[src/rtl/slurm32_cpu_memory_if.sv]
// Data-bus handshake between the SLURM32 memory stage (master) and the memory system (slave).
interface slurm32_cpu_memory_if #(
   parameter int unsigned ADDR_BITS = 32
);
   logic [ADDR_BITS-1:0] bus_addr;
   logic [31:0]          bus_wr_data;
   logic [3:0]           bus_wr_mask;
   logic                 bus_wr;
   logic                 bus_valid;
   logic                 bus_ready;
   logic [31:0]          bus_rd_data;

   modport master (
      output bus_addr, bus_wr_data, bus_wr_mask, bus_wr, bus_valid,
      input  bus_ready, bus_rd_data
   );

   modport slave (
      input  bus_addr, bus_wr_data, bus_wr_mask, bus_wr, bus_valid,
      output bus_ready, bus_rd_data
   );
endinterface

[src/rtl/slurm32_cpu_memory.sv]
// SLURM32 pipeline stage 3: drives the data-bus handshake for loads/stores,
// aligns load data and registers the stage-4 slot for writeback.
module slurm32_cpu_memory #(
   parameter int unsigned ADDR_BITS = 32
) (
   input  logic        CLK,
   input  logic        RSTb,
   input  logic [31:0] instruction,
   input  logic [31:0] pc_stage3,
   input  logic        nop_stage3,
   input  logic        mem_load,
   input  logic        mem_store,
   input  logic [1:0]  mem_size,
   input  logic        mem_signed,
   input  logic [31:0] aluOut,
   input  logic [31:0] store_data,
   slurm32_cpu_memory_if.master bus,
   output logic        stall,
   output logic        misalign_exc,
   output logic [31:0] instruction_stage4,
   output logic [31:0] pc_stage4,
   output logic        nop_stage4,
   output logic [31:0] memory_in,
   output logic [3:0]  memory_mask_delayed
);

   localparam int unsigned DATA_W = 32;
   localparam int unsigned MASK_W = 4;
   localparam int unsigned SIZE_W = 2;
   localparam int unsigned LANE_W = 2;

   typedef enum logic {IDLE = 1'b0, WAIT = 1'b1} state_t;

   typedef struct packed {
      logic [DATA_W-1:0] addr;
      logic              wr;
      logic [MASK_W-1:0] mask;
      logic [DATA_W-1:0] wr_data;
      logic [SIZE_W-1:0] size;
      logic              sgn;
      logic [LANE_W-1:0] lane;
      logic              load;
   } req_t;

   state_t            state_q, state_d;
   req_t              in_req, req_q, req;
   logic              mem_op, in_misalign, misalign_op, valid, done_load;
   logic [7:0]        ld_byte;
   logic [15:0]       ld_half;
   logic [DATA_W-1:0] ld_data;

   // Decode the stage-3 request: lanes, replicated store data, alignment.
   always_comb begin : decode
      in_req         = '0;
      in_misalign    = 1'b0;
      in_req.addr    = {aluOut[DATA_W-1:2], 2'b00};
      in_req.wr      = mem_store;
      in_req.load    = mem_load & ~mem_store;
      in_req.size    = mem_size;
      in_req.sgn     = mem_signed;
      in_req.lane    = aluOut[1:0];
      case (mem_size)
         2'd0: begin
            in_req.mask    = MASK_W'(1) << aluOut[1:0];
            in_req.wr_data = {4{store_data[7:0]}};
         end
         2'd1: begin
            in_req.mask    = aluOut[1] ? 4'b1100 : 4'b0011;
            in_req.wr_data = {2{store_data[15:0]}};
            in_misalign    = aluOut[0];
         end
         default: begin
            in_req.mask    = 4'b1111;
            in_req.wr_data = store_data;
            in_misalign    = |aluOut[1:0];
         end
      endcase
      mem_op = (mem_load | mem_store) & ~nop_stage3;
   end

   // Next state and handshake; bus_valid and stall are gated by reset so they drop at once.
   always_comb begin : fsm_next
      state_d     = state_q;
      req         = in_req;
      valid       = 1'b0;
      misalign_op = 1'b0;
      case (state_q)
         IDLE: begin
            valid       = RSTb & mem_op & ~in_misalign;
            misalign_op = mem_op & in_misalign;
            if (valid && !bus.bus_ready) state_d = WAIT;
         end
         WAIT: begin
            req   = req_q;
            valid = RSTb;
            if (bus.bus_ready) state_d = IDLE;
         end
         default: state_d = IDLE;
      endcase
      stall     = valid & ~bus.bus_ready;
      done_load = valid & bus.bus_ready & req.load;
   end

   // Pick the addressed lane(s) of the read word and extend.
   always_comb begin : load_align
      ld_byte = bus.bus_rd_data[7:0];
      ld_half = req.lane[1] ? bus.bus_rd_data[31:16] : bus.bus_rd_data[15:0];
      ld_data = bus.bus_rd_data;
      case (req.lane)
         2'd1:    ld_byte = bus.bus_rd_data[15:8];
         2'd2:    ld_byte = bus.bus_rd_data[23:16];
         2'd3:    ld_byte = bus.bus_rd_data[31:24];
         default: ld_byte = bus.bus_rd_data[7:0];
      endcase
      case (req.size)
         2'd0:    ld_data = {{24{req.sgn & ld_byte[7]}}, ld_byte};
         2'd1:    ld_data = {{16{req.sgn & ld_half[15]}}, ld_half};
         default: ld_data = bus.bus_rd_data;
      endcase
   end

   assign bus.bus_addr    = ADDR_BITS'(req.addr);
   assign bus.bus_wr_data = req.wr_data;
   assign bus.bus_wr_mask = req.mask;
   assign bus.bus_wr      = req.wr;
   assign bus.bus_valid   = valid;

   // State register; the request is snapshotted every IDLE cycle so WAIT replays it.
   always_ff @(posedge CLK or negedge RSTb) begin : fsm_state
      if (!RSTb) begin
         state_q <= IDLE;
         req_q   <= '0;
      end else begin
         state_q <= state_d;
         if (state_q == IDLE) req_q <= in_req;
      end
   end

   // Stage-4 slot: bubble while stalled, otherwise advance.
   always_ff @(posedge CLK or negedge RSTb) begin : stage4
      if (!RSTb) begin
         instruction_stage4  <= '0;
         pc_stage4           <= '0;
         nop_stage4          <= 1'b1;
         memory_in           <= '0;
         memory_mask_delayed <= '0;
         misalign_exc        <= 1'b0;
      end else if (stall) begin
         nop_stage4          <= 1'b1;
         memory_mask_delayed <= '0;
         misalign_exc        <= 1'b0;
      end else begin
         instruction_stage4 <= instruction;
         pc_stage4          <= pc_stage3;
         nop_stage4         <= nop_stage3 | misalign_op;
         misalign_exc       <= misalign_op;
         if (done_load) begin
            memory_in           <= ld_data;
            memory_mask_delayed <= req.mask;
         end else begin
            memory_mask_delayed <= '0;
         end
      end
   end

endmodule

[src/flat_wrapper.sv]
// flat-port wrapper written by rule: the top's interface ports become plain ports
module slurm32_cpu_memory_flat 
#(
   parameter int unsigned ADDR_BITS = 32
)
  (CLK, RSTb, instruction, pc_stage3, nop_stage3, mem_load, mem_store, mem_size, mem_signed, aluOut, store_data, stall, misalign_exc, instruction_stage4, pc_stage4, nop_stage4, memory_in, memory_mask_delayed, bus_bus_addr, bus_bus_wr_data, bus_bus_wr_mask, bus_bus_wr, bus_bus_valid, bus_bus_ready, bus_bus_rd_data);
  slurm32_cpu_memory_if #(.ADDR_BITS(ADDR_BITS)) bus_i ();
  input  logic CLK;
  input  logic RSTb;
  input  logic [31:0] instruction;
  input  logic [31:0] pc_stage3;
  input  logic nop_stage3;
  input  logic mem_load;
  input  logic mem_store;
  input  logic [1:0] mem_size;
  input  logic mem_signed;
  input  logic [31:0] aluOut;
  input  logic [31:0] store_data;
  output logic stall;
  output logic misalign_exc;
  output logic [31:0] instruction_stage4;
  output logic [31:0] pc_stage4;
  output logic nop_stage4;
  output logic [31:0] memory_in;
  output logic [3:0] memory_mask_delayed;
  output wire logic [$bits(bus_i.bus_addr)-1:0] bus_bus_addr;
  output wire logic [$bits(bus_i.bus_wr_data)-1:0] bus_bus_wr_data;
  output wire logic [$bits(bus_i.bus_wr_mask)-1:0] bus_bus_wr_mask;
  output wire logic [$bits(bus_i.bus_wr)-1:0] bus_bus_wr;
  output wire logic [$bits(bus_i.bus_valid)-1:0] bus_bus_valid;
  input wire logic [$bits(bus_i.bus_ready)-1:0] bus_bus_ready;
  input wire logic [$bits(bus_i.bus_rd_data)-1:0] bus_bus_rd_data;
  assign bus_bus_addr = bus_i.bus_addr;
  assign bus_bus_wr_data = bus_i.bus_wr_data;
  assign bus_bus_wr_mask = bus_i.bus_wr_mask;
  assign bus_bus_wr = bus_i.bus_wr;
  assign bus_bus_valid = bus_i.bus_valid;
  assign bus_i.bus_ready = bus_bus_ready;
  assign bus_i.bus_rd_data = bus_bus_rd_data;
  slurm32_cpu_memory #(.ADDR_BITS(ADDR_BITS)) u_core (.CLK(CLK), .RSTb(RSTb), .instruction(instruction), .pc_stage3(pc_stage3), .nop_stage3(nop_stage3), .mem_load(mem_load), .mem_store(mem_store), .mem_size(mem_size), .mem_signed(mem_signed), .aluOut(aluOut), .store_data(store_data), .bus(bus_i), .stall(stall), .misalign_exc(misalign_exc), .instruction_stage4(instruction_stage4), .pc_stage4(pc_stage4), .nop_stage4(nop_stage4), .memory_in(memory_in), .memory_mask_delayed(memory_mask_delayed));
endmodule
[config.mk]
export PLATFORM = sky130hd
export DESIGN_NAME = slurm32_cpu_memory_flat
export DESIGN_NICKNAME = d
export VERILOG_FILES = /design/src/rtl/slurm32_cpu_memory_if.sv /design/src/rtl/slurm32_cpu_memory.sv /design/src/flat_wrapper.sv
export SDC_FILE = /design/constraint.sdc
export NUM_CORES = 1
export LEC_CHECK = 0
export CAP_MARGIN = 20
export CORE_MARGIN = 4
export CORE_UTILIZATION = 39
export DETAILED_ROUTE_END_ITERATION = 10
export PLACE_DENSITY = 0.78
export SYNTH_ARGS = -nofsm -noshare
export SYNTH_HDL_FRONTEND = slang
export SYNTH_SLANG_ARGS = --single-unit
[constraint.sdc]
create_clock -name CLK -period 2.45 [get_ports CLK]
set_input_delay 0.49 -clock CLK [delete_from_list [all_inputs] [get_ports CLK]]
set_output_delay 0.49 -clock CLK [all_outputs]
set_load 0.03 [all_outputs]
# Word-level counts from Yosys, hierarchy flattened
# Cells that the tools add are included.
# Widths: inputs -> output; s select.
# totals
wordCells	61
regBits	178
mem_bits_ro	0
latchBits	0
ram_bits	0
in_bits	169
out_inout_bits	173
mem_count	0
# op_classes
bitwise_logic	18
n_eq_ne	5
multipliers	0
mux	16
shifts	1
reduce_logical	6
n_lt_le_gt_ge	0
addsub	0
n_div	0
# op_table
cell	count
$mux 75	1
$pmux 36 s2	1
$pmux 32 s2	1
$pmux 8 s3	1
$mux 16	1
$mux 4	3
$and 1x1->1	10
$eq 2x1->1 const B	3
$not 1->1	6
$pmux 1 s2	3
$mux 1	5
$eq 2x2->1 const B	2
$logic_not 2->1	2
$shl 1x2->4 const A	1
$or 1x1->1	2
$reduce_and 2->1	1
$reduce_or 2->1	1
$logic_and 1x1->1	1
$logic_not 1->1	1

# Depth between registers and ports, before layout
# Gate-level depths: netlist of run 1.
# depth
ltp_word	9
mapped_depth	9

# Worst setup path before layout of run 1
# Ideal clock, no wire load.
# synth_timing
kind	register -> output
startpoint	register u_core.state_q
endpoint	output port bus_bus_addr[23]
arrival_ps	1947
slack_ps	13
path_stages_with_launch	7
required_time_ps	1960
cell_sequence	dfrtp_1 -> buf_2 -> buf_2 -> clkbuf_1 -> buf_1 -> mux2_2 -> buf_4
# synth_rtl
element	line_no	text
from (decl)	slurm32_cpu_memory.sv:45	state_t state_q, state_d;
from (signal assigned)	slurm32_cpu_memory.sv:134	state_q <= state_d;
to (decl)	flat_wrapper.sv:26	output wire logic [$bits(bus_i.bus_addr)-1:0] bus_bus_addr;

# Final worst setup path of run 1
# layout_timing
startpoint	register u_core.state_q
endpoint	output port bus_bus_addr[20]
# layout_between
elab_chain_len	1
# layout_rtl
element
$mux 75
# Every way passes these cells.

==> results of run 1 <==
==> layout by cell type (no fill, tap or decap), types with 3 or more instances in the layout <==
cell type                         netlist  routed
sky130_fd_sc_hd__nor2_1                54      53
sky130_fd_sc_hd__buf_6                  1       4
sky130_fd_sc_hd__clkdlybuf4s15_1        0       3
sky130_fd_sc_hd__clkdlybuf4s15_2        0       3
sky130_fd_sc_hd__nand2_1               58      58
sky130_fd_sc_hd__a31oi_1               12      12
sky130_fd_sc_hd__dfrtp_1              177     176
sky130_fd_sc_hd__dlygate4sd2_1          0      27
sky130_fd_sc_hd__mux2i_1               37      37
sky130_fd_sc_hd__buf_4                 68      77
sky130_fd_sc_hd__o21ai_0               30      23
sky130_fd_sc_hd__inv_8                  0       3
sky130_fd_sc_hd__a221oi_1               4       4
sky130_fd_sc_hd__buf_12                 0      12
sky130_fd_sc_hd__and2_1                 6       6
sky130_fd_sc_hd__clkdlybuf4s50_1        0     265
sky130_fd_sc_hd__clkbuf_16              0      18
sky130_fd_sc_hd__inv_1                  9       9
sky130_fd_sc_hd__o22a_1                 5       5
sky130_fd_sc_hd__o21ai_1                1       7
sky130_fd_sc_hd__clkinv_4               0       6
sky130_fd_sc_hd__a21oi_1               41      40
sky130_fd_sc_hd__mux2_2               107     107
==> worst max path at each step <==
stage | from | to | slack, ps | depth (start not counted)
2_1_floorplan | u_core.state_q | bus_bus_addr[23] | 10 | 6
6_report | u_core.state_q | bus_bus_addr[20] | 70 | 4
3_3_place_gp | mem_size[0] | u_core.memory_in[18] | -350 | 8
4_1_cts | mem_size[0] | bus_bus_wr_data[29] | 8 | 8
5_1_grt | u_core.state_q | bus_bus_addr[7] | 1 | 4
3_5_place_dp | mem_size[0] | bus_bus_wr_data[10] | -350 | 5
==> metal layers <==
layer / GRT usage [%] / vias to the layer above
li1: - / 2897
met1: 25.1 / 2920
met2: 33.6 / 229
met3: 7.33 / 30
met4: 6.21 / 0
met5: 0 / -
==> final cells by class <==
class | instances | area (um^2) | share of cell area, %
clock inverters | 14 | 144 | 1.18
multi-input cells | 382 | 2850 | 23.4
flip-flops and latches | 178 | 4460 | 36.6
repair buffers | 398 | 3920 | 32.1
clock buffers | 18 | 439 | 3.60
well taps | 270 | 338 | 2.77
inverters | 10 | 40.0 | 0.328
==> state kept, by name, summed over array words and instances (netlist names) <==
| signal | flops |
|---|---|
| u_core.req_q | 75 |
| u_core.instruction_stage4 | 32 |
| u_core.memory_in | 32 |
| u_core.pc_stage4 | 32 |
| u_core.memory_mask_delayed | 4 |
| u_core.misalign_exc | 1 |
| u_core.nop_stage4 | 1 |
| u_core.state_q | 1 |
==> through the flow <==
| stage | TNS (ps) | hold WS (ps) | utilization [%] |
|---|---|---|---|
| 6_report | 0 | 48.3 | 60.4 |
| 2_1_floorplan | 0 | 194 | - |
| 5_1_grt | 0 | 19.6 | 60.4 |
| 3_5_place_dp | -33150 | 383 | 56.8 |
| 4_1_cts | 0 | 27.5 | 60.2 |
| 3_3_place_gp | -34270 | 380 | 56.8 |
==> what timing repair did <==
| action | CTS | global route |
|---|---|---|
| endpoints found under the setup margin | 58 | 16 |
| pin swaps | 2 | 0 |
| gates resized for setup | 53 | 13 |
| hold buffers | 1 | 0 |
| cloned | 1 | 0 |
| hold endpoints to repair | 21 | 0 |
| setup buffers | 6 | 0 |
==> cells in the mapped netlist <==
| cell type | number | area share [%] |
|---|---|---|
| sky130_fd_sc_hd__a211oi_1 | 3 | 0.28 |
| sky130_fd_sc_hd__a21o_1 | 2 | 0.19 |
| sky130_fd_sc_hd__a21oi_1 | 41 | 2.6 |
| sky130_fd_sc_hd__a221oi_1 | 4 | 0.44 |
| sky130_fd_sc_hd__a31oi_1 | 12 | 0.94 |
| sky130_fd_sc_hd__a32oi_1 | 1 | 0.11 |
| sky130_fd_sc_hd__a41oi_1 | 1 | 0.11 |
| sky130_fd_sc_hd__and2_1 | 6 | 0.47 |
| sky130_fd_sc_hd__and4_1 | 1 | 0.11 |
| sky130_fd_sc_hd__buf_1 | 4 | 0.19 |
| sky130_fd_sc_hd__buf_2 | 16 | 1.0 |
| sky130_fd_sc_hd__buf_4 | 68 | 6.4 |
| sky130_fd_sc_hd__buf_6 | 1 | 0.14 |
| sky130_fd_sc_hd__clkbuf_1 | 17 | 0.80 |
| sky130_fd_sc_hd__dfrtp_1 | 177 | 55 |
| sky130_fd_sc_hd__dfstp_2 | 1 | 0.33 |
| sky130_fd_sc_hd__inv_1 | 9 | 0.42 |
| sky130_fd_sc_hd__inv_4 | 1 | 0.078 |
| sky130_fd_sc_hd__mux2_2 | 107 | 15 |
| sky130_fd_sc_hd__mux2i_1 | 37 | 4.6 |
| sky130_fd_sc_hd__mux2i_4 | 1 | 0.28 |
| sky130_fd_sc_hd__mux4_2 | 1 | 0.28 |
| sky130_fd_sc_hd__nand2_1 | 58 | 2.7 |
| sky130_fd_sc_hd__nand2b_1 | 2 | 0.16 |
| sky130_fd_sc_hd__nand4_1 | 1 | 0.078 |
| sky130_fd_sc_hd__nand4_4 | 1 | 0.27 |
| sky130_fd_sc_hd__nor2_1 | 54 | 2.5 |
| sky130_fd_sc_hd__nor2_2 | 1 | 0.078 |
| sky130_fd_sc_hd__nor2b_1 | 1 | 0.078 |
| sky130_fd_sc_hd__nor3_1 | 2 | 0.13 |
| sky130_fd_sc_hd__o21a_1 | 1 | 0.094 |
| sky130_fd_sc_hd__o21ai_0 | 30 | 1.9 |
| sky130_fd_sc_hd__o21ai_1 | 1 | 0.063 |
| sky130_fd_sc_hd__o21ba_2 | 2 | 0.25 |
| sky130_fd_sc_hd__o221a_2 | 2 | 0.28 |
| sky130_fd_sc_hd__o221ai_1 | 2 | 0.22 |
| sky130_fd_sc_hd__o22a_1 | 5 | 0.55 |
| sky130_fd_sc_hd__o311a_4 | 1 | 0.27 |
| sky130_fd_sc_hd__or3_1 | 1 | 0.078 |
==> cells by family (layout without fill, tap and decap cells) <==
kind of cell | Yosys count | count (layout)
buf+inv | 116 | 440
flops | 178 | 178
compound gates | 108 | 108
mux | 146 | 146
simple gates | 128 | 128
==> worst register-to-register path, stage by stage (launching register included) <==
cell,delay (ps)
sky130_fd_sc_hd__dfrtp_4,530
sky130_fd_sc_hd__buf_12,150
sky130_fd_sc_hd__buf_4,150
sky130_fd_sc_hd__buf_4,160
sky130_fd_sc_hd__mux2_2,300
sky130_fd_sc_hd__mux4_2,340
sky130_fd_sc_hd__nand4_4,130
sky130_fd_sc_hd__o311a_4,320
sky130_fd_sc_hd__a21oi_1,110
==> power by group <==
part | internal, W | total [W] | switching [W]
logic | 0.00116 | 0.00256 | 0.00140
registers | 0.00329 | 0.00347 | 0.000177
clock network | 0.00138 | 0.00267 | 0.00129
total | 0.00584 | 0.00871 | 0.00287
==> impl_results.html, run 1 <==
<table>
<tr><th>Metric</th><th>Value</th></tr>
<tr><th colspan="2">GRT</th></tr>
<tr><td>Antenna violations before repair</td><td>0</td></tr>
<tr><td>Via count of the first global-routing pass</td><td>6,403</td></tr>
<tr><td>Global-route wire length before repair</td><td>35,600 um</td></tr>
<tr><td>Total gr overflow</td><td>0</td></tr>
<tr><td>Pin count of the biggest net entering global routing</td><td>52</td></tr>
<tr><td>Total global-route track usage</td><td>20.4%</td></tr>
<tr><th colspan="2">STA</th></tr>
<tr><td>Unrepaired setup endpoints after global routing</td><td>false</td></tr>
<tr><td>Max Transition Viols Final</td><td>0</td></tr>
<tr><td>Setup skew after layout</td><td>11.9 ps</td></tr>
<tr><td>Min setup slack post-route</td><td>72.1 ps</td></tr>
<tr><td>Minimum period implied by the final worst setup slack</td><td>2380 ps</td></tr>
<tr><td>Slew at the pin closest to its max-slew limit</td><td>671 ps</td></tr>
<tr><td>Count of final hold-check violations</td><td>0</td></tr>
<tr><td>Highest achievable clock rate</td><td>421 MHz</td></tr>
<tr><td>Setup Viol. Count Final</td><td>0</td></tr>
<tr><td>Final cycle utilization of the critical path</td><td>97.1%</td></tr>
<tr><td>Worst max-slew margin expressed relative to the limit</td><td>55.3%</td></tr>
<tr><th colspan="2">Placement</th></tr>
<tr><td>DP HPWL</td><td>18,200 um</td></tr>
<tr><td>Worst slack, placed</td><td>-347 ps</td></tr>
<tr><td>Number of placed instances, taps included</td><td>1,229</td></tr>
<tr><td>Instance area after placement</td><td>11,500 um^2</td></tr>
<tr><td>Routability congestion estimate from global placement</td><td>0.829</td></tr>
<tr><td>Port Buffers</td><td>341</td></tr>
<tr><th colspan="2">Setup path</th></tr>
<tr><td>Worst Path Required</td><td>1960 ps</td></tr>
<tr><td>CP arrival</td><td>1890 ps</td></tr>
<tr><td>Worst flop-to-flop path endpoint</td><td>u_core.memory_in[30]</td></tr>
<tr><td>Worst stage delay on the critical path</td><td>530 ps</td></tr>
<tr><td>Cell depth of the worst flop-to-flop path</td><td>8</td></tr>
<tr><td>Library cell contributing the largest single delay on the critical path</td><td>sky130_fd_sc_hd__dfrtp_4</td></tr>
<tr><td>Startpoint of the worst-slack reg-to-reg timing path</td><td>u_core.state_q</td></tr>
<tr><td>Cell chain of the critical path</td><td>buf_12 &gt; buf_12 &gt; mux2_2 &gt; dlygate4sd2_1</td></tr>
<tr><td>Maximum fanout along the worst path</td><td>17</td></tr>
<tr><td>Reg-to-reg slack, setup</td><td>150 ps</td></tr>
<tr><td>WS Path Type</td><td>flop to primary output</td></tr>
<tr><td>Worst setup SP type</td><td>flop</td></tr>
<tr><td>Cell occurring most often along the worst timing path</td><td>sky130_fd_sc_hd__buf_12</td></tr>
<tr><td>Family with the most delay on the worst path</td><td>buffers and inverters</td></tr>
<tr><td>Worst Path Buf+Inv</td><td>3</td></tr>
<tr><td>Worst setup EP type</td><td>primary output</td></tr>
<tr><th colspan="2">Synth</th></tr>
<tr><td>Post-synthesis share of cell area spent on xor and xnor gates</td><td>0%</td></tr>
<tr><td>Summed instance area of the synthesized netlist</td><td>7990 um^2</td></tr>
<tr><td>Syn_area_per_cell</td><td>11.8 um^2</td></tr>
<tr><td>Synthesized instance count</td><td>676</td></tr>
<tr><td>Synth warnings</td><td>0</td></tr>
<tr><td>Fraction of the yosys area taken by sequential cells</td><td>55.8%</td></tr>
<tr><td>Portion of netlist area occupied by mux cells</td><td>20.3%</td></tr>
<tr><td>Adder-cell share of the synthesized area</td><td>0%</td></tr>
<tr><td>Simple-gate area share of the yosys netlist</td><td>6.70%</td></tr>
<tr><td>Flip-flop and latch count after synthesis</td><td>178</td></tr>
<tr><td>Number of nets in the synthesized netlist</td><td>845</td></tr>
<tr><td>Dominant combinational cell family by area after synthesis</td><td>multiplexers</td></tr>
<tr><td>Area fraction in compound gates after synthesis</td><td>8.24%</td></tr>
<tr><td>Post-synthesis cell type count</td><td>39</td></tr>
<tr><th colspan="2">Clocking</th></tr>
<tr><td>Number of clock buffers inserted by TritonCTS</td><td>17</td></tr>
<tr><td>Sink Count</td><td>178</td></tr>
<tr><td>CTS clk-pin slew, worst paths</td><td>70 ps</td></tr>
<tr><td>Cell at the root of the clock tree</td><td>sky130_fd_sc_hd__clkbuf_16</td></tr>
<tr><td>Number of levels the H-tree was split into</td><td>4</td></tr>
<tr><td>Number of buffers between clock root and the deepest sink</td><td>2</td></tr>
<tr><td>Worst skew pair latency</td><td>420 ps</td></tr>
<tr><td>CTS tree</td><td>yes</td></tr>
<tr><th colspan="2">Hold path</th></tr>
<tr><td>Type of the worst min-delay path</td><td>input port to asynchronous set/reset pin</td></tr>
<tr><th colspan="2">Routing</th></tr>
<tr><td>First-pass iteration count of the detailed router</td><td>4</td></tr>
<tr><td>Drt wl/cell</td><td>18.6 um</td></tr>
<tr><td>Post-route ant nets</td><td>0</td></tr>
<tr><td>Routed vias/inst</td><td>4.78</td></tr>
<tr><td>Detailed-routing wirelength on met1</td><td>9280 um</td></tr>
<tr><td>Via count of the routed design</td><td>6,076</td></tr>
<tr><td>Length of routed met2 wiring</td><td>11,500 um</td></tr>
<tr><td>Number of DRC markers in iteration 0</td><td>198</td></tr>
<tr><td>Sum of met3 wire segment lengths after detailed routing</td><td>2250 um</td></tr>
<tr><td>Highest metal used</td><td>met4</td></tr>
<tr><td>Remaining DRCs</td><td>0</td></tr>
<tr><td>Wire length reported by the detailed router</td><td>23,600 um</td></tr>
<tr><th colspan="2">Die</th></tr>
<tr><td>Row cnt</td><td>52</td></tr>
<tr><td>Floorplan die width</td><td>151 um</td></tr>
<tr><td>Number of placed I/O pins</td><td>342</td></tr>
<tr><td>Core Region</td><td>20,200 um^2</td></tr>
<tr><td>Die Outline Area</td><td>22,800 um^2</td></tr>
<tr><td>Starting utilization of the core area</td><td>39.6%</td></tr>
<tr><td>Vertical die dimension</td><td>151 um</td></tr>
<tr><th colspan="2">Final layout</th></tr>
<tr><td>Number of antenna repair diodes</td><td>0</td></tr>
<tr><td>Number of standard cells in the final layout excluding fillers</td><td>1,270</td></tr>
<tr><td>Final-stage net count</td><td>1,156</td></tr>
<tr><td>Signed area change from the synthesized netlist to the final layout</td><td>52.6%</td></tr>
<tr><td>Final std cell area, no fill</td><td>12,200 um^2</td></tr>
<tr><td>FILL cells</td><td>1,673</td></tr>
<tr><td>Share of cells above drive strength 1</td><td>25.6%</td></tr>
<tr><th colspan="2">Power and ir drop</th></tr>
<tr><td>Leakage dissipation</td><td>5.22 nW</td></tr>
<tr><td>Power density over cell area</td><td>714 nW/um^2</td></tr>
<tr><td>Max rail drop VDD</td><td>0.563 mV</td></tr>
<tr><td>Power Total</td><td>0.00871 W</td></tr>
<tr><th colspan="2">Job</th></tr>
<tr><td>Reported max-cap violation count</td><td>0</td></tr>
<tr><th colspan="2">Run status</th></tr>
<tr><td>Result of the run</td><td>finished clean</td></tr>
</table>
Power figures use the tool's default switching activity.
==> run 2, diff against run 1 <==
--- a/config.mk
+++ b/config.mk
@@ -9,7 +9,7 @@
 export CORE_MARGIN = 4
 export CORE_UTILIZATION = 39
 export DETAILED_ROUTE_END_ITERATION = 10
-export PLACE_DENSITY = 0.78
+export PLACE_DENSITY = 0.87
 export SYNTH_ARGS = -nofsm -noshare
 export SYNTH_HDL_FRONTEND = slang
 export SYNTH_SLANG_ARGS = --single-unit
==> impl_results.html, run 2 (same netlist as run 1, synthesis figures left out) <==
<table>
<tr><th>Metric</th><th>Value</th></tr>
<tr><th colspan="2">Setup path</th></tr>
<tr><td>Worst flop-to-flop path endpoint</td><td>u_core.memory_in[22]</td></tr>
<tr><td>Cell depth of the worst flop-to-flop path</td><td>7 (-1)</td></tr>
<tr><td>Worst setup SP type</td><td>flop</td></tr>
<tr><td>Startpoint of the worst-slack reg-to-reg timing path</td><td>u_core.state_q</td></tr>
<tr><td>Worst Path Required</td><td>1960 ps (about the same)</td></tr>
<tr><td>WS Path Type</td><td>flop to primary output</td></tr>
<tr><td>Reg-to-reg slack, setup</td><td>220 ps (+70 ps)</td></tr>
<tr><td>Maximum fanout along the worst path</td><td>40 (+23)</td></tr>
<tr><td>CP arrival</td><td>1880 ps (about the same)</td></tr>
<tr><td>Worst setup EP type</td><td>primary output</td></tr>
<tr><th colspan="2">STA</th></tr>
<tr><td>Max Transition Viols Final</td><td>0 (unchanged)</td></tr>
<tr><td>Final cycle utilization of the critical path</td><td>96.6% (-0.46 points)</td></tr>
<tr><td>Worst max-slew margin expressed relative to the limit</td><td>45.0% (-10 points)</td></tr>
<tr><td>Min setup slack post-route</td><td>83.4 ps (+11.3 ps)</td></tr>
<tr><td>Highest achievable clock rate</td><td>423 MHz (+0.48%)</td></tr>
<tr><td>Setup Viol. Count Final</td><td>0 (unchanged)</td></tr>
<tr><td>Slew at the pin closest to its max-slew limit</td><td>825 ps (+154 ps)</td></tr>
<tr><td>Minimum period implied by the final worst setup slack</td><td>2370 ps (-11.3 ps)</td></tr>
<tr><td>Setup skew after layout</td><td>14.6 ps (+2.72 ps)</td></tr>
<tr><td>Unrepaired setup endpoints after global routing</td><td>true</td></tr>
<tr><td>Count of final hold-check violations</td><td>0 (unchanged)</td></tr>
<tr><th colspan="2">Final layout</th></tr>
<tr><td>Signed area change from the synthesized netlist to the final layout</td><td>51.5%</td></tr>
<tr><td>Final std cell area, no fill</td><td>12,100 um^2 (-0.70%)</td></tr>
<tr><td>Most common library cell in the layout ignoring fill and taps</td><td>sky130_fd_sc_hd__clkdlybuf4s50_1</td></tr>
<tr><td>Top register by number of flip-flops</td><td>u_core.req_q</td></tr>
<tr><td>Number of standard cells in the final layout excluding fillers</td><td>1,258 (-0.94%)</td></tr>
<tr><td>Share of cells above drive strength 1</td><td>23.9% (-1.7 points)</td></tr>
<tr><td>Final-stage net count</td><td>1,143 (-1.1%)</td></tr>
<tr><td>Most used cells in the layout excluding fill and tap cells</td><td>266 x sky130_fd_sc_hd__clkdlybuf4s50_1, 176 x sky130_fd_sc_hd__dfrtp_1, 107 x sky130_fd_sc_hd__mux2_2, 63 x sky130_fd_sc_hd__buf_4, 58 x sky130_fd_sc_hd__nand2_1</td></tr>
<tr><td>Max FFs per register</td><td>75 (unchanged)</td></tr>
<tr><td>Core Util, Final</td><td>60.0% (-0.42 points)</td></tr>
<tr><th colspan="2">Die</th></tr>
<tr><td>Core Region</td><td>20,200 um^2 (unchanged)</td></tr>
<tr><td>Row cnt</td><td>52 (unchanged)</td></tr>
<tr><td>Floorplan die width</td><td>151 um (unchanged)</td></tr>
<tr><td>Starting utilization of the core area</td><td>39.6% (unchanged)</td></tr>
<tr><td>Number of placed I/O pins</td><td>342 (unchanged)</td></tr>
<tr><td>Vertical die dimension</td><td>151 um (unchanged)</td></tr>
<tr><td>Die Outline Area</td><td>22,800 um^2 (unchanged)</td></tr>
<tr><th colspan="2">Power and ir drop</th></tr>
<tr><td>Max rail drop VDD</td><td>0.496 mV (-12%)</td></tr>
<tr><td>Switch share</td><td>32.3% (-0.63 points)</td></tr>
<tr><td>Net Switching</td><td>0.00284 W (-1.1%)</td></tr>
<tr><td>Internal power</td><td>0.00594 W (+1.7%)</td></tr>
<tr><td>Leakage dissipation</td><td>5.16 nW (-1.1%)</td></tr>
<tr><td>Power density over cell area</td><td>725 nW/um^2 (+1.5%)</td></tr>
<tr><td>Portion of total power attributed to sequential cells</td><td>39.5% (-0.4 points)</td></tr>
<tr><td>Clock share of power</td><td>31.4% (+0.7 points)</td></tr>
<tr><td>Share of total power in combinational logic</td><td>29.1% (-0.3 points)</td></tr>
<tr><th colspan="2">Clocking</th></tr>
<tr><td>Number of buffers between clock root and the deepest sink</td><td>2 (unchanged)</td></tr>
<tr><td>CTS clk-pin slew, worst paths</td><td>70 ps (about the same)</td></tr>
<tr><td>Cell at the root of the clock tree</td><td>sky130_fd_sc_hd__clkbuf_16</td></tr>
<tr><td>Worst skew pair latency</td><td>420 ps (about the same)</td></tr>
<tr><td>CTS tree</td><td>yes</td></tr>
<tr><td>Sink Count</td><td>178 (unchanged)</td></tr>
<tr><td>Number of levels the H-tree was split into</td><td>4 (unchanged)</td></tr>
<tr><td># hold bufs at CTS</td><td>0 (-1)</td></tr>
<tr><td>Number of clock buffers inserted by TritonCTS</td><td>17 (unchanged)</td></tr>
<tr><th colspan="2">GRT</th></tr>
<tr><td>Via count of the first global-routing pass</td><td>6,355 (-0.75%)</td></tr>
<tr><td>Pin count of the biggest net entering global routing</td><td>116 (+120%)</td></tr>
<tr><td>Total global-route track usage</td><td>19.5% (-0.83 points)</td></tr>
<tr><td>Antenna violations before repair</td><td>1 (+1)</td></tr>
<tr><td>Total gr overflow</td><td>0 (unchanged)</td></tr>
<tr><td>Global-route wire length before repair</td><td>34,400 um (-3.4%)</td></tr>
<tr><th colspan="2">Routing</th></tr>
<tr><td>Routed vias/inst</td><td>4.85 (+1.5%)</td></tr>
<tr><td>Wire length reported by the detailed router</td><td>23,000 um (-2.6%)</td></tr>
<tr><td>Remaining DRCs</td><td>0 (unchanged)</td></tr>
<tr><td>Post-route ant nets</td><td>0 (unchanged)</td></tr>
<tr><td>First-pass iteration count of the detailed router</td><td>4 (unchanged)</td></tr>
<tr><td>Number of DRC markers in iteration 0</td><td>198 (unchanged)</td></tr>
<tr><td>Via count of the routed design</td><td>6,106 (+0.49%)</td></tr>
<tr><td>Drt wl/cell</td><td>18.3 um (-1.7%)</td></tr>
<tr><th colspan="2">Placement</th></tr>
<tr><td>DP HPWL</td><td>17,600 um (-3.0%)</td></tr>
<tr><td>Worst slack, placed</td><td>-360 ps (-13.2 ps)</td></tr>
<tr><td>Port Buffers</td><td>341 (unchanged)</td></tr>
<tr><td>Instance area after placement</td><td>11,500 um^2 (about the same)</td></tr>
<tr><td>Number of placed instances, taps included</td><td>1,221 (-0.65%)</td></tr>
<tr><td>Routability congestion estimate from global placement</td><td>0.853 (+3.0%)</td></tr>
<tr><th colspan="2">Hold path</th></tr>
<tr><td>Type of the worst min-delay path</td><td>input port to asynchronous set/reset pin</td></tr>
<tr><th colspan="2">Run status</th></tr>
<tr><td>Result of the run</td><td>finished clean</td></tr>
<tr><th colspan="2">Job</th></tr>
<tr><td>Reported max-cap violation count</td><td>0 (unchanged)</td></tr>
</table>
run 2: cell count changes in the layout (fill, tap and decap cells not counted), moves of 2 or more:
cell / change
sky130_fd_sc_hd__buf_4: -14
sky130_fd_sc_hd__clkinv_4: -3
sky130_fd_sc_hd__dlymetal6s2s_1: -2
sky130_fd_sc_hd__o21ai_1: -2
sky130_fd_sc_hd__clkdlybuf4s15_2: -3
sky130_fd_sc_hd__dlygate4sd2_1: +8
sky130_fd_sc_hd__o21ai_0: +2
sky130_fd_sc_hd__buf_6: -4
sky130_fd_sc_hd__buf_12: +2
sky130_fd_sc_hd__inv_6: +3
run 2: how the worst max path moves through the flow:
| stage | startpoint | end | slack (ps) | cells after the start |
|---|---|---|---|---|
| 4_1_cts | u_core.state_q | bus_bus_wr_data[3] | 20 | 4 |
| 6_report | u_core.state_q | bus_bus_wr_data[4] | 80 | 3 |
| 3_5_place_dp | mem_size[0] | bus_bus_wr_data[14] | -360 | 5 |
| 5_1_grt | u_core.state_q | bus_bus_wr_data[5] | -0.6 | 4 |
| 3_3_place_gp | mem_size[1] | u_core.instruction_stage4[22] | -350 | 9 |
| 2_1_floorplan | u_core.state_q | bus_bus_addr[23] | 10 | 6 |
run 2: power by group through the flow:
stage | clock network, W | logic (W) | registers (W)
floorplan | 0 | 0.000894 | 0.00401
global placement | 0 | 0.00256 | 0.00350
detailed placement | 0 | 0.00259 | 0.00352
CTS | 0.00284 | 0.00257 | 0.00347
global route | 0.00298 | 0.00271 | 0.00351
finish | 0.00276 | 0.00255 | 0.00347
run 2: area by class of cell:
cell class / count / area [um^2]
inverter: 10 / 40.0
fill: 1623 / 8070
multi-input combinational: 382 / 2840
timing repair buffer: 385 / 3830
clock buffer: 18 / 439
sequential: 178 / 4460
tap: 270 / 338
antenna: 1 / 2.50
clock inverter: 14 / 161
run 2: repair_timing:
item,4_1_cts,5_1_grt
endpoints found under the hold margin,0,0
pin swaps,2,0
setup endpoints to repair,59,6
setup buffers,3,0
gates cloned,0,1
resized for setup,44,9
run 2: metal layers:
metal / vias to the layer above / global-route usage [%] / routed length (um)
li1: 2863 / - / -
met1: 2991 / 22.9 / 8740
met2: 226 / 33.7 / 11900
met3: 26 / 6.97 / 1910
met4: 0 / 5.76 / 450
met5: - / 0 / 0
run 2: stage by stage:
step                      TNS [ps]  hold slack [ps]  power [W]
after global placement      -35500              469    0.00606
after CTS                        0              237    0.00888
after floorplan                  0              194    0.00490
after global routing        -0.552              239    0.00921
final                            0              214    0.00878
after detailed placement    -31960              481    0.00611
run 2: critical path, cell delays in order (launching register included):
cell                              delay [ps]
sky130_fd_sc_hd__dfrtp_4                 480
sky130_fd_sc_hd__buf_12                  230
sky130_fd_sc_hd__mux2_2                  370
sky130_fd_sc_hd__clkdlybuf4s15_1         370
==> run 3, diff against run 2 <==
--- a/config.mk
+++ b/config.mk
@@ -8,7 +8,9 @@
 export CAP_MARGIN = 20
 export CORE_MARGIN = 4
 export CORE_UTILIZATION = 39
+export CTS_CLUSTER_SIZE = 10
 export DETAILED_ROUTE_END_ITERATION = 10
+export HOLD_SLACK_MARGIN = 0.15
 export PLACE_DENSITY = 0.87
 export SYNTH_ARGS = -nofsm -noshare
 export SYNTH_HDL_FRONTEND = slang
==> results of run 3 <==
The final DEF is identical to that of run 2; final timing and power are the same.
==> patch (flow settings as in run 2) <==
`ADDR_BITS` is set to 32 in 3 places; all go to 64.
--- a/src/rtl/slurm32_cpu_memory_if.sv
+++ b/src/rtl/slurm32_cpu_memory_if.sv
@@ -1,6 +1,6 @@
 // Data-bus handshake between the SLURM32 memory stage (master) and the memory system (slave).
 interface slurm32_cpu_memory_if #(
-   parameter int unsigned ADDR_BITS = 32
+   parameter int unsigned ADDR_BITS = 64
 );
    logic [ADDR_BITS-1:0] bus_addr;
    logic [31:0]          bus_wr_data;
--- a/src/rtl/slurm32_cpu_memory.sv
+++ b/src/rtl/slurm32_cpu_memory.sv
@@ -1,7 +1,7 @@
 // SLURM32 pipeline stage 3: drives the data-bus handshake for loads/stores,
 // aligns load data and registers the stage-4 slot for writeback.
 module slurm32_cpu_memory #(
-   parameter int unsigned ADDR_BITS = 32
+   parameter int unsigned ADDR_BITS = 64
 ) (
    input  logic        CLK,
    input  logic        RSTb,
--- a/src/flat_wrapper.sv
+++ b/src/flat_wrapper.sv
@@ -1,7 +1,7 @@
 // flat-port wrapper written by rule: the top's interface ports become plain ports
 module slurm32_cpu_memory_flat 
 #(
-   parameter int unsigned ADDR_BITS = 32
+   parameter int unsigned ADDR_BITS = 64
 )
   (CLK, RSTb, instruction, pc_stage3, nop_stage3, mem_load, mem_store, mem_size, mem_signed, aluOut, store_data, stall, misalign_exc, instruction_stage4, pc_stage4, nop_stage4, memory_in, memory_mask_delayed, bus_bus_addr, bus_bus_wr_data, bus_bus_wr_mask, bus_bus_wr, bus_bus_valid, bus_bus_ready, bus_bus_rd_data);
   slurm32_cpu_memory_if #(.ADDR_BITS(ADDR_BITS)) bus_i ();
Ports: changed (resized bus_bus_addr); port bits go from 342 to 374. The function was not compared with the original's and may differ.
==> patch against run 2 <==
  * Area after synthesis rose by 3.1%
  * Wire length is 5.4% higher
  * Sequential cell count stayed put
  * Power shrank 0.13%
  * Combinational power increased by 4%
  * Clock power shrank 4%
  * First-iteration DRC count up 35%
  * Core utilization is 0.30 points lower
  * Setup slack got worse by 22 ps
  * Design area up 1.1%
  * Critical path type unchanged
  * Largest cell class unchanged
==> patch: results <==
export IMPL_clock_root_buffer="clkbuf_16"
export IMPL_antenna_found_initial=0
export IMPL_dp_hpwl_um=18700
export IMPL_netlist_instances=709
export IMPL_numCtsBuffers=17
export IMPL_grt_pass1_wl_um=37500
export IMPL_wirelength_um=24200
export IMPL_clk_pin_slew_ps=70
export IMPL_dp_slack_ps=-191
export IMPL_ir_drop_v=0.000493
export IMPL_vias_per_cell=4.84
export IMPL_grt_usage_pct=20.1
export IMPL_dr_pass1_iters=5
export IMPL_grt_max_degree=100
export IMPL_finalNetCount=1176
export IMPL_fin_skew_ps=11.0
export IMPL_status="completed"
export IMPL_largest_reg_flops=75
export IMPL_cp_top_family="flip-flops"
export IMPL_grt_pass1_vias=6639
export IMPL_clock_path_buffers=2
export IMPL_n_fill_cell=1663
export IMPL_synth_compound_area_share_pct=7.99
export IMPL_drt_iter0_drc=268
export IMPL_synth_async_reset_ratio_pct=100
export IMPL_holdCritPathClass="input port to async pin"
export IMPL_clk_latency_ps=420
export IMPL_synth_top_family_by_area="multiplexers"
export IMPL_synth_area_leaders="dfrtp_1 54%, mux2_2 15%, buf_4 9.1%"
export IMPL_path_max_fanout=52
export IMPL_p_int_mw=5.88
export IMPL_r2r_worst_path_cells=7
export IMPL_synth_xor_area_share_pct=0
export IMPL_synth_fa_ha_area_share_pct=0
export IMPL_p_leak_nw=5.24
export IMPL_worst_pin_slew_ps=586
export IMPL_gp_congestion=0.844
export IMPL_yosys_mux_area_fraction_pct=19.7
export IMPL_critPathMaxStageDelay_ps=540
export IMPL_regMostFlops="u_core.req_q"
export IMPL_ys_top_cells_by_count="177 x dfrtp_1, 107 x mux2_2, 100 x buf_4, 58 x nand2_1, 54 x nor2_1"
export IMPL_diodes=0
export IMPL_portBuffers=341
export IMPL_drive_above_1_share_pct=23.9
export IMPL_cpMaxStageDelayCell="dfrtp_4"
export IMPL_h_tree_depth=4
export IMPL_ys_warnings_count=0
export IMPL_synth_top_area_cell="dfrtp_1"
export IMPL_cp_arrival_ps=1900
export IMPL_fin_cells=1289
export IMPL_synth_distinct_cells=40
export IMPL_yosysSeqAreaShare_pct=54.1
[patch: repair_timing]
action                     4_1_cts  5_1_grt
setup endpoints to repair       55       29
setup buffers                    2        1
gates cloned                     0        0
gates resized for setup         44        3
pin swaps                        1        0
[patch: final timing paths]
| path | from | to | slack [ps] |
|---|---|---|---|
| min in group CLK | u_core.memory_in[5]$_DFFE_PN0P_ | u_core.memory_in[5]$_DFFE_PN0P_ | 480 |
| hold reg to reg | u_core.memory_in[5]$_DFFE_PN0P_ | u_core.memory_in[5]$_DFFE_PN0P_ | 480 |
| hold / removal | RSTb | u_core.instruction_stage4[17]$_DFFE_PN0N_ | 150 |
| setup / recovery | u_core.state_q$_DFF_PN0_ | bus_bus_wr_data[6] | 60 |
| setup reg to reg | u_core.state_q$_DFF_PN0_ | u_core.memory_in[22]$_DFFE_PN0P_ | 230 |
| max in group asynchronous | RSTb | u_core.req_q[7]$_DFF_PN0_ | 1370 |
[patch: cells by family (layout without fill, tap and decap cells)]
group,count (synthesis),after routing
other,1,32
muxes,146,146
and+or+nand+nor,128,128
buffers and inverters,148,427
AOI/OAI and AO/OA,108,108
DFF,178,178
[patch: layout make-up]
class                   count  share of cell area, %
flip-flops and latches    178                   36.4
repair buffers            386                   31.7
multi-input cells         414                   24.2
clock buffers              18                   3.51
well taps                 270                   2.76
clock inverters            13                   1.03
inverters                  10                  0.327
[patch: power groups by stage]
| stage | sequential, mW | combinational (mW) | clock (mW) |
|---|---|---|---|
| after CTS | 3.47 | 2.67 | 2.73 |
| after global routing | 3.51 | 2.80 | 2.85 |
| after detailed placement | 3.52 | 2.68 | 0 |
| final | 3.47 | 2.65 | 2.64 |
| after floorplan | 4.01 | 0.997 | 0 |
| after global placement | 3.51 | 2.63 | 0 |
[patch: metrics by stage]
stage / area (um^2) / power (mW) / util [%]
after global placement: 11700 / 6.14 / 56.9
after global routing: 12200 / 9.17 / 59.7
after detailed placement: 11700 / 6.20 / 56.9
after CTS: 12200 / 8.87 / 59.7
after floorplan: 8350 / 5.00 / -
final: 12200 / 8.76 / 59.7
[patch: per-layer routing]
| metal | up-vias | wire [um] | global-route usage (%) |
|---|---|---|---|
| li1 | 2882 | - | - |
| met1 | 3065 | 9350 | 23.9 |
| met2 | 275 | 12500 | 35.4 |
| met3 | 23 | 1950 | 6.42 |
| met4 | 0 | 416 | 5.26 |
| met5 | - | 0 | 0 |
